===== config.mk =====
export PLATFORM = sky130hd
export DESIGN_NAME = round_controller
export DESIGN_NICKNAME = d
export VERILOG_FILES = /design/src/rtl/round_controller_pkg.sv /design/src/rtl/round_controller_edge_pulse.sv /design/src/rtl/round_controller.sv
export SDC_FILE = /design/constraint.sdc
export NUM_CORES = 1
export LEC_CHECK = 0
export ABC_AREA = 1
export CORE_MARGIN = 2
export CORE_UTILIZATION = 30
export DETAILED_ROUTE_END_ITERATION = 6
export PLACE_DENSITY = 0.54
export SETUP_SLACK_MARGIN = 0.5
export SYNTH_ARGS = -nofsm -noshare
export SYNTH_HDL_FRONTEND = slang
export SYNTH_HIERARCHICAL = 1
export SYNTH_SLANG_ARGS = --single-unit

===== constraint.sdc =====
create_clock -name Clock -period 2.1 [get_ports Clock]
set_clock_uncertainty 0.15 [all_clocks]
set_input_delay 0.42 -clock Clock [delete_from_list [all_inputs] [get_ports Clock]]
set_output_delay 0.42 -clock Clock [all_outputs]
set_load 0.01 [all_outputs]

===== src/rtl/round_controller_pkg.sv =====
// Shared definitions for the binary math game: controller state encoding and
// game-wide defaults also used by the display and top-level game modules.
package round_controller_pkg;

    typedef enum logic [2:0] {
        ST_IDLE     = 3'd0,
        ST_LOAD     = 3'd1,
        ST_PLAY     = 3'd2,
        ST_CHECK    = 3'd3,
        ST_FEEDBACK = 3'd4,
        ST_OVER     = 3'd5
    } state_e;

    localparam int DEFAULT_ROUNDS          = 10;
    localparam int DEFAULT_FEEDBACK_CYCLES = 50_000_000;

    // States in which a Start edge begins a fresh game.
    function automatic logic accepts_start(input state_e s);
        return (s == ST_IDLE) || (s == ST_OVER);
    endfunction

endpackage


===== src/rtl/round_controller_edge_pulse.sv =====
// One-bit rising-edge detector: pulse is high for the cycle in which din is
// high after being low on the previous cycle. History clears on reset.
module edge_pulse (
    input  logic clk,
    input  logic rst_n,
    input  logic din,
    output logic pulse
);

    logic din_d;
    logic din_q;

    // Next value of the history flop is simply the current input level.
    always_comb begin
        din_d = din;
    end

    // History register for the previous-cycle input level.
    always_ff @(posedge clk or negedge rst_n) begin
        if (!rst_n) begin
            din_q <= 1'b0;
        end else begin
            din_q <= din_d;
        end
    end

    assign pulse = din & ~din_q;

endmodule


===== src/rtl/round_controller.sv =====
// Game sequencer: starts rounds, drives the countdown timer, requests problems,
// grades submissions and keeps score. All outputs come straight from flops.
module round_controller
    import round_controller_pkg::*;
#(
    parameter int ROUNDS          = DEFAULT_ROUNDS,
    parameter int ROUND_W         = 4,
    parameter int SCORE_W         = 8,
    parameter int FEEDBACK_CYCLES = DEFAULT_FEEDBACK_CYCLES
) (
    input  logic               Clock,
    input  logic               Reset,
    input  logic               Start,
    input  logic               Submit,
    input  logic               Abort,
    input  logic               Correct,
    input  logic               TimeUp,
    output logic               TimerEnable,
    output logic               TimerReconfig,
    output logic               NewProblem,
    output logic               ResultValid,
    output logic               Hit,
    output logic [SCORE_W-1:0] Score,
    output logic [ROUND_W-1:0] Round,
    output logic               GameOver
);

    localparam int                 FB_W      = $clog2(FEEDBACK_CYCLES + 1);
    localparam logic [FB_W-1:0]    FB_LOAD   = FB_W'(FEEDBACK_CYCLES - 1);
    localparam logic [SCORE_W-1:0] SCORE_MAX = {SCORE_W{1'b1}};
    localparam logic [ROUND_W:0]   ROUNDS_W  = (ROUND_W + 1)'(ROUNDS);

    logic start_edge_s;
    logic submit_edge_s;

    state_e             state_d,  state_q;
    logic [SCORE_W-1:0] score_d,  score_q;
    logic [ROUND_W-1:0] round_d,  round_q;
    logic [FB_W-1:0]    fb_cnt_d, fb_cnt_q;
    logic               hit_d,    hit_q;
    logic               timer_enable_d,   timer_enable_q;
    logic               timer_reconfig_d, timer_reconfig_q;
    logic               new_problem_d,    new_problem_q;
    logic               result_valid_d,   result_valid_q;
    logic               game_over_d,      game_over_q;
    logic [ROUND_W:0]   round_next_s;

    edge_pulse u_start_edge (
        .clk   (Clock),
        .rst_n (Reset),
        .din   (Start),
        .pulse (start_edge_s)
    );

    edge_pulse u_submit_edge (
        .clk   (Clock),
        .rst_n (Reset),
        .din   (Submit),
        .pulse (submit_edge_s)
    );

    // One extra bit so the final round of a 2**ROUND_W game is still detected.
    assign round_next_s = {1'b0, round_q} + (ROUND_W + 1)'(1);

    // Next-state, score/round bookkeeping and next values of the registered outputs.
    always_comb begin
        state_d  = state_q;
        score_d  = score_q;
        round_d  = round_q;
        fb_cnt_d = fb_cnt_q;
        hit_d    = hit_q;

        if (Abort) begin
            state_d  = ST_IDLE;
            score_d  = {SCORE_W{1'b0}};
            round_d  = {ROUND_W{1'b0}};
            fb_cnt_d = {FB_W{1'b0}};
            hit_d    = 1'b0;
        end else begin
            case (state_q)
                ST_IDLE, ST_OVER: begin
                    if (accepts_start(state_q) && start_edge_s) begin
                        state_d = ST_LOAD;
                        score_d = {SCORE_W{1'b0}};
                        round_d = {ROUND_W{1'b0}};
                        hit_d   = 1'b0;
                    end else begin
                        state_d = state_q;
                    end
                end
                ST_LOAD: begin
                    state_d = ST_PLAY;
                end
                ST_PLAY: begin
                    // A timeout beats a same-cycle submission.
                    if (TimeUp) begin
                        state_d  = ST_FEEDBACK;
                        hit_d    = 1'b0;
                        fb_cnt_d = FB_LOAD;
                    end else if (submit_edge_s) begin
                        state_d = ST_CHECK;
                    end else begin
                        state_d = ST_PLAY;
                    end
                end
                ST_CHECK: begin
                    state_d  = ST_FEEDBACK;
                    fb_cnt_d = FB_LOAD;
                    if (Correct) begin
                        hit_d = 1'b1;
                        if (score_q != SCORE_MAX) begin
                            score_d = score_q + SCORE_W'(1);
                        end else begin
                            score_d = score_q;
                        end
                    end else begin
                        hit_d = 1'b0;
                    end
                end
                ST_FEEDBACK: begin
                    if (fb_cnt_q == {FB_W{1'b0}}) begin
                        round_d = round_next_s[ROUND_W-1:0];
                        if (round_next_s == ROUNDS_W) begin
                            state_d = ST_OVER;
                        end else begin
                            state_d = ST_LOAD;
                        end
                    end else begin
                        fb_cnt_d = fb_cnt_q - FB_W'(1);
                    end
                end
                default: begin
                    state_d = ST_IDLE;
                end
            endcase
        end

        timer_enable_d   = (state_d == ST_PLAY);
        timer_reconfig_d = (state_d == ST_LOAD);
        new_problem_d    = (state_d == ST_LOAD);
        result_valid_d   = (state_d == ST_FEEDBACK);
        game_over_d      = (state_d == ST_OVER);
    end

    // State, bookkeeping and output registers.
    always_ff @(posedge Clock or negedge Reset) begin
        if (!Reset) begin
            state_q          <= ST_IDLE;
            score_q          <= {SCORE_W{1'b0}};
            round_q          <= {ROUND_W{1'b0}};
            fb_cnt_q         <= {FB_W{1'b0}};
            hit_q            <= 1'b0;
            timer_enable_q   <= 1'b0;
            timer_reconfig_q <= 1'b0;
            new_problem_q    <= 1'b0;
            result_valid_q   <= 1'b0;
            game_over_q      <= 1'b0;
        end else begin
            state_q          <= state_d;
            score_q          <= score_d;
            round_q          <= round_d;
            fb_cnt_q         <= fb_cnt_d;
            hit_q            <= hit_d;
            timer_enable_q   <= timer_enable_d;
            timer_reconfig_q <= timer_reconfig_d;
            new_problem_q    <= new_problem_d;
            result_valid_q   <= result_valid_d;
            game_over_q      <= game_over_d;
        end
    end

    assign TimerEnable   = timer_enable_q;
    assign TimerReconfig = timer_reconfig_q;
    assign NewProblem    = new_problem_q;
    assign ResultValid   = result_valid_q;
    assign Hit           = hit_q;
    assign Score         = score_q;
    assign Round         = round_q;
    assign GameOver      = game_over_q;

endmodule

### Yosys cells after proc, flatten, opt, wreduce, memory -nomap -nowiden

Cells that the tools add are included.

* bits in registers: 48
* bits of input ports: 7

* $add $sub $neg: 3
* eq/ne operators: 17
* mux-type cells: 25
* bitwise logic cells: 4
* reductions and logical operators: 13

Operators by type and width (number)
* 26-bit 2-to-1 mux: 3
* 26-bit case mux with 3 select lines: 1
* 8-bit 2-to-1 mux: 4
* 26-bit zero test: 1
* 26-bit by 1-bit subtractor with 26-bit output (second input constant): 1
* 3-bit != test (second input constant): 6
* 8-bit case mux with 2 select lines: 1
* 3-bit 2-to-1 mux: 5
* 3-bit case mux with 5 select lines: 1
* 3-bit equality test (second input constant): 4
* 4-bit 2-to-1 mux: 3
* 3-bit by 2-bit equality test with 1-bit output (second input constant): 3
* 3-bit AND reduction: 3
* 8-bit by 1-bit adder with 8-bit output (second input constant): 1
* 8-bit != test (second input constant): 1
* 4-bit case mux with 2 select lines: 1
* 4-bit nonzero test: 2
* 3-bit by 1-bit equality test with 1-bit output (second input constant): 2
* 3-bit nonzero test: 2
* 4-bit by 1-bit adder with 5-bit output (second input constant): 1
* 5-bit by 4-bit equality test with 1-bit output (second input constant): 1
* 1-bit 2-to-1 mux: 5
* 4-bit AND reduction: 1
* 3-bit zero test: 1
* 6 further kinds: 8

### Logic depth before layout (Yosys ltp)

* depth in word-level cells: 7
* gate-level depth with buffers: 12
* depth with buffers taken out: 11

### Modules after synthesis

The synthesis kept the hierarchy.

By module, submodules not included
* round_controller: instances 1, cells each 456, area an instance 3106.7 sq um, sequential area each 1151.1 sq um
* edge_pulse: instances 2, cells each 3, area an instance 35.0 sq um, sequential area each 25.0 sq um

### Worst setup path after synthesis

No wires, ideal clock.

* path type: register to register
* start: reg fb_cnt_q[0]
* end: reg fb_cnt_q[2]
* library setup time: 0.117 ns
* arrival time: 1.484 ns
* required time: 1.833 ns
* path slack: 0.349 ns
* cell stages (with the launch flop): 13
* path buffers: 1
* period minus slack after synthesis: 1.751 ns
* path through: dfrtp_1 -> inv_1 -> ha_1 -> nand2_1 -> nor2_1 -> nand3_2 -> nor2_4 -> nand2_4 -> nand2_8 -> nor2_8 -> buf_8 -> nand2_2 -> nand2_1

* word-level cells in the longest chain between the ends: 4
* elaborated cells on any way between the ends: 7
* classes of those cells: 1 x add/sub; 1 x eq/ne; 3 x mux; 2 x reduce/logical

RTL lines
* start, declared: line round_controller.sv:39 `logic [FB_W-1:0] fb_cnt_d, fb_cnt_q;`
* start signal, assigned: line round_controller.sv:151 `fb_cnt_q <= {FB_W{1'b0}};`
* start signal, assigned: line round_controller.sv:162 `fb_cnt_q <= fb_cnt_d;`
* 26-bit by 1-bit subtractor with 26-bit output: line round_controller.sv:129 `fb_cnt_d = fb_cnt_q - FB_W'(1);`
* 26-bit 2-to-1 mux: line round_controller.sv:121 `if (fb_cnt_q == {FB_W{1'b0}}) begin`
* 26-bit case mux with 3 select lines: line round_controller.sv:80 `case (state_q)`
* 26-bit 2-to-1 mux: line round_controller.sv:73 `if (Abort) begin`

Parallel ways exist; a longest one is shown, timed or not. The select of a mux whose other input is x is not followed.
A chain may end at the register's enable or synchronous reset.

### Worst setup path in the final report

* start: reg fb_cnt_q[17]
* end: reg fb_cnt_q[14]

* word-level cells in the longest chain between the ends: 3

RTL lines (line)
* 26-bit zero test: round_controller.sv:121
* 3-bit != test (no source line)
* 3-bit AND reduction (no source line)

No other way between the ends.

==> summary.md <==
| Metric | Value |
|---|---|
| Switching Share | 0.471 |
| Startpoint types | flip-flop |
| Post-Synth Adder-Cell Area | 0.0197 |
| Yosys top cell area share | 0.378 |
| Post-synthesis simple-gate area fraction | 0.441 |
| Final setup TNS | 0 ns |
| FF/Latch Area | 0.00121 mm² |
| I/O Pins | 25 |
| Clk slew on worst S/H paths | ~0.090 ns |
| Total core area | 0.0103 mm² |
| DR DRC count | 0 |
| Vias in the first global route | slightly above 3k |
| Psw | 2.49 mW |
| Synth Area per Inst | 6.88 µm² |
| Ant diodes | 0 |
| Post-Syn Area | 0.00318 mm² |
| CTS tree | yes |
| RSZ-0062 raised after global routing | true |
| Sequential area share after synthesis | 0.378 |
| Area Overhead vs Synth | 41.7% |
| Comb power frac | 0.631 |
| Initial Utilization | 0.308 |
| RePlAce Congestion | 0.866 |
| Final worst-path cycle share | 0.870 |
| Filler instances | 1030 |
| Num CTS Buffers | 5 |
| Multiplexer area fraction after synthesis | 0 |
| Power Density | approximately 1200 mW/mm² |
| Kind of critical path | reg -> reg |
| Leading area contributor after synthesis | dfrtp_1 |
| Bufs on Longest Clock Path | 2 |
| Leak | around 2.3 nW |
| Synth area leaders | dfrtp_1 38%, nand2_1 16%, nand3_1 9.6% |
| Sequential power share | 0.227 |
| Final ANT Viol Nets | 0 |
| Net Count, Synth | 474 |
| First-pass GRT wire length | 14.7 mm |
| DR iter-0 viols | 119 |
| Worst-path fanout max | 5 |
| Critical Path AT | approximately 1.9 ns |
| Clock Sinks | 48 |
| Multi-input logic area | 0.00205 mm² |
| Max Cap Violations | 0 |
| Die ar. | 0.0114 mm² |
| Post-Synth XOR/XNOR Area | 0.0138 |
| Fin Hold WS | 0.338 ns |
| CP Data Required Time | 2.15 ns |
| Slew @ Worst Pin | 0.516 ns |
| Vias | around 3.2k |
| DP Cell Count | 625 |
| Mapped Cells | 462 |
| Status | finished, final reports clean |
| Clock share of power | 0.141 |
| Dpl cell area | about 0.0037 mm² |
| Drt pass-1 iters | 4 |
| GRT overflow | 0 |
| Final Hold Vio Count | 0 |
| CTS Root Cell | clkbuf_8 |
| Int Pwr | 2.80 mW |
| Max_slew headroom | 0.656 |
| Most common cell after layout, fill and taps aside | nand2_1 |
| DR WL/cell | 12.9 µm |
| Finished Layout Cells | 673 |
| Die W | ~110 µm |
| H-tree depth | 2 |
| Min Tclk post-route | approximately 1.8 ns |
| Layout cells sized above 1 | 0.331 |
| Final total power | 5.29 mW |
| IO Port Bufs | 24 |
| NumNets Final | 548 |
| Setup violations, final | 0 |
| Compound-gate portion of the synthesized area | 0.0559 |
| DP Wirelength | slightly below 6 mm |
| Via density | 4.80 |
| Fmax | 547 MHz |
| Initial antenna violation count | 0 |
| Largest net degree at the start of global routing | 34 |
| Post-route cell area | 0.00450 mm² |
| Worst skew pair latency | 0.30 ns |
| Final WL | 8.67 mm |
| Leading cell types in the layout, fill and taps excluded | 108 x nand2_1, 50 x nand3_1, 45 x inv_1 |
| Pins Over Slew Limit | 0 |
| Die Height | 107 µm |
| Post-synth cell types | 34 |
| Largest family of logic cells by synthesized area | simple AND/OR/NAND/NOR gates |
| HP Class | reg -> reg |
| VDD IR max | 623 µV |
| Synth Register Bits | 48 |
| Warning count from the yosys run | 6 |
| Crit. End Element | flip-flop |
| Total GRT Usage | 0.160 |
| Row cnt | 37 |
sequential cells by signal (all words and copies together) (netlist names):
name / flops
u_start_edge/din_q: 1
Score: 8
ResultValid: 1
u_submit_edge/din_q: 1
Round: 4
TimerEnable: 1
state_q: 3
NewProblem: 1
fb_cnt_q: 26
Hit: 1
GameOver: 1
routing by layer:
metal  share of wire  GRT usage  up-vias
met5               0          0        -
met4           0.011     0.0417        0
met3           0.036     0.0255        5
met2            0.49      0.272       56
met1            0.46      0.212     1538
li1                -          -     1634
power by group through the flow:
stage	combinational, mW	clock (mW)	sequential [mW]
6_report	3.34	0.748	1.20
5_1_grt	3.72	0.818	1.22
4_1_cts	3.03	0.771	1.19
3_5_place_dp	2.71	0	1.21
3_3_place_gp	2.69	0	1.21
2_1_floorplan	2.01	0	1.18
synth_stat cells:
cell type  count
a21o_1         2
a21oi_1        6
a22oi_1        1
buf_1          2
buf_2          1
buf_4          3
buf_6          2
buf_8          1
clkbuf_1       4
clkinv_2       1
dfrtp_1       48
ha_1           5
inv_1         52
inv_2          1
nand2_1      138
nand2_2       13
nand2_4        1
nand2_8        1
nand3_1       61
nand3_2        1
nand3b_1       2
nand4_1       14
nor2_1        50
nor2_2         8
nor2_4         3
nor2_8         1
nor3_1         7
nor4_1         2
o21ai_0       20
o21ai_1        2
o21bai_1       2
or2_2          2
xnor2_1        4
xor2_1         1
what timing repair did:
item,CTS,global route
setup endpoints to repair,63,50
endpoints found under the hold margin,21,0
resized for setup,69,55
hold buffers,1,0
buffers inserted,27,10
cloned,1,1
pin swaps,17,20
through the flow:
step | utilization | setup WS (ns)
CTS | 0.412 | 0.257
finish | 0.436 | 0.273
detailed placement | 0.363 | 0.00881
global placement | 0.363 | 0.0591
floorplan | - | 0.375
global route | 0.436 | 0.167
path summary, 6_finish.rpt:
path / start / end / slack, ns / cells past startpoint
setup / recovery: fb_cnt_q[17] / fb_cnt_q[14] / 0.27 / 11
hold / removal: Hit / Hit / 0.34 / 2
setup reg to reg: fb_cnt_q[17] / fb_cnt_q[14] / 0.27 / 11
hold reg to reg: Hit / Hit / 0.34 / 2
max in group asynchronous: Reset / Score[2] / 0.79 / 3
min in group asynchronous: Reset / fb_cnt_q[21] / 0.47 / 2
layout make-up:
class / count / area share
multi-input combinational: 348 / 0.455
tap: 136 / 0.0378
inverter: 54 / 0.0453
sequential: 48 / 0.269
clock inverter: 1 / 0.00667
clock buffer: 7 / 0.0214
timing repair buffer: 79 / 0.165
worst max-delay path: stages (launching register included):
cell	delay [ns]
dfrtp_1	0.42
nor2_2	0.16
nand2_1	0.09
nor2_2	0.16
nand2_2	0.08
nor2_4	0.15
nand2_4	0.09
nand2_8	0.10
nor2_8	0.06
clkbuf_16	0.16
nand2_2	0.05
nand2_2	0.04
kinds of logic (layout without fill, tap and decap cells):
| kind of cell | after synthesis | after routing |
|---|---|---|
| and+or+nand+nor | 304 | 305 |
| adders and majority gates | 5 | 5 |
| AOI/OAI and AO/OA | 33 | 33 |
| DFF | 48 | 48 |
| xor gates and xnor gates | 5 | 5 |
| buffers and inverters | 67 | 141 |
No activity file was read; power rests on OpenSTA's default activity.
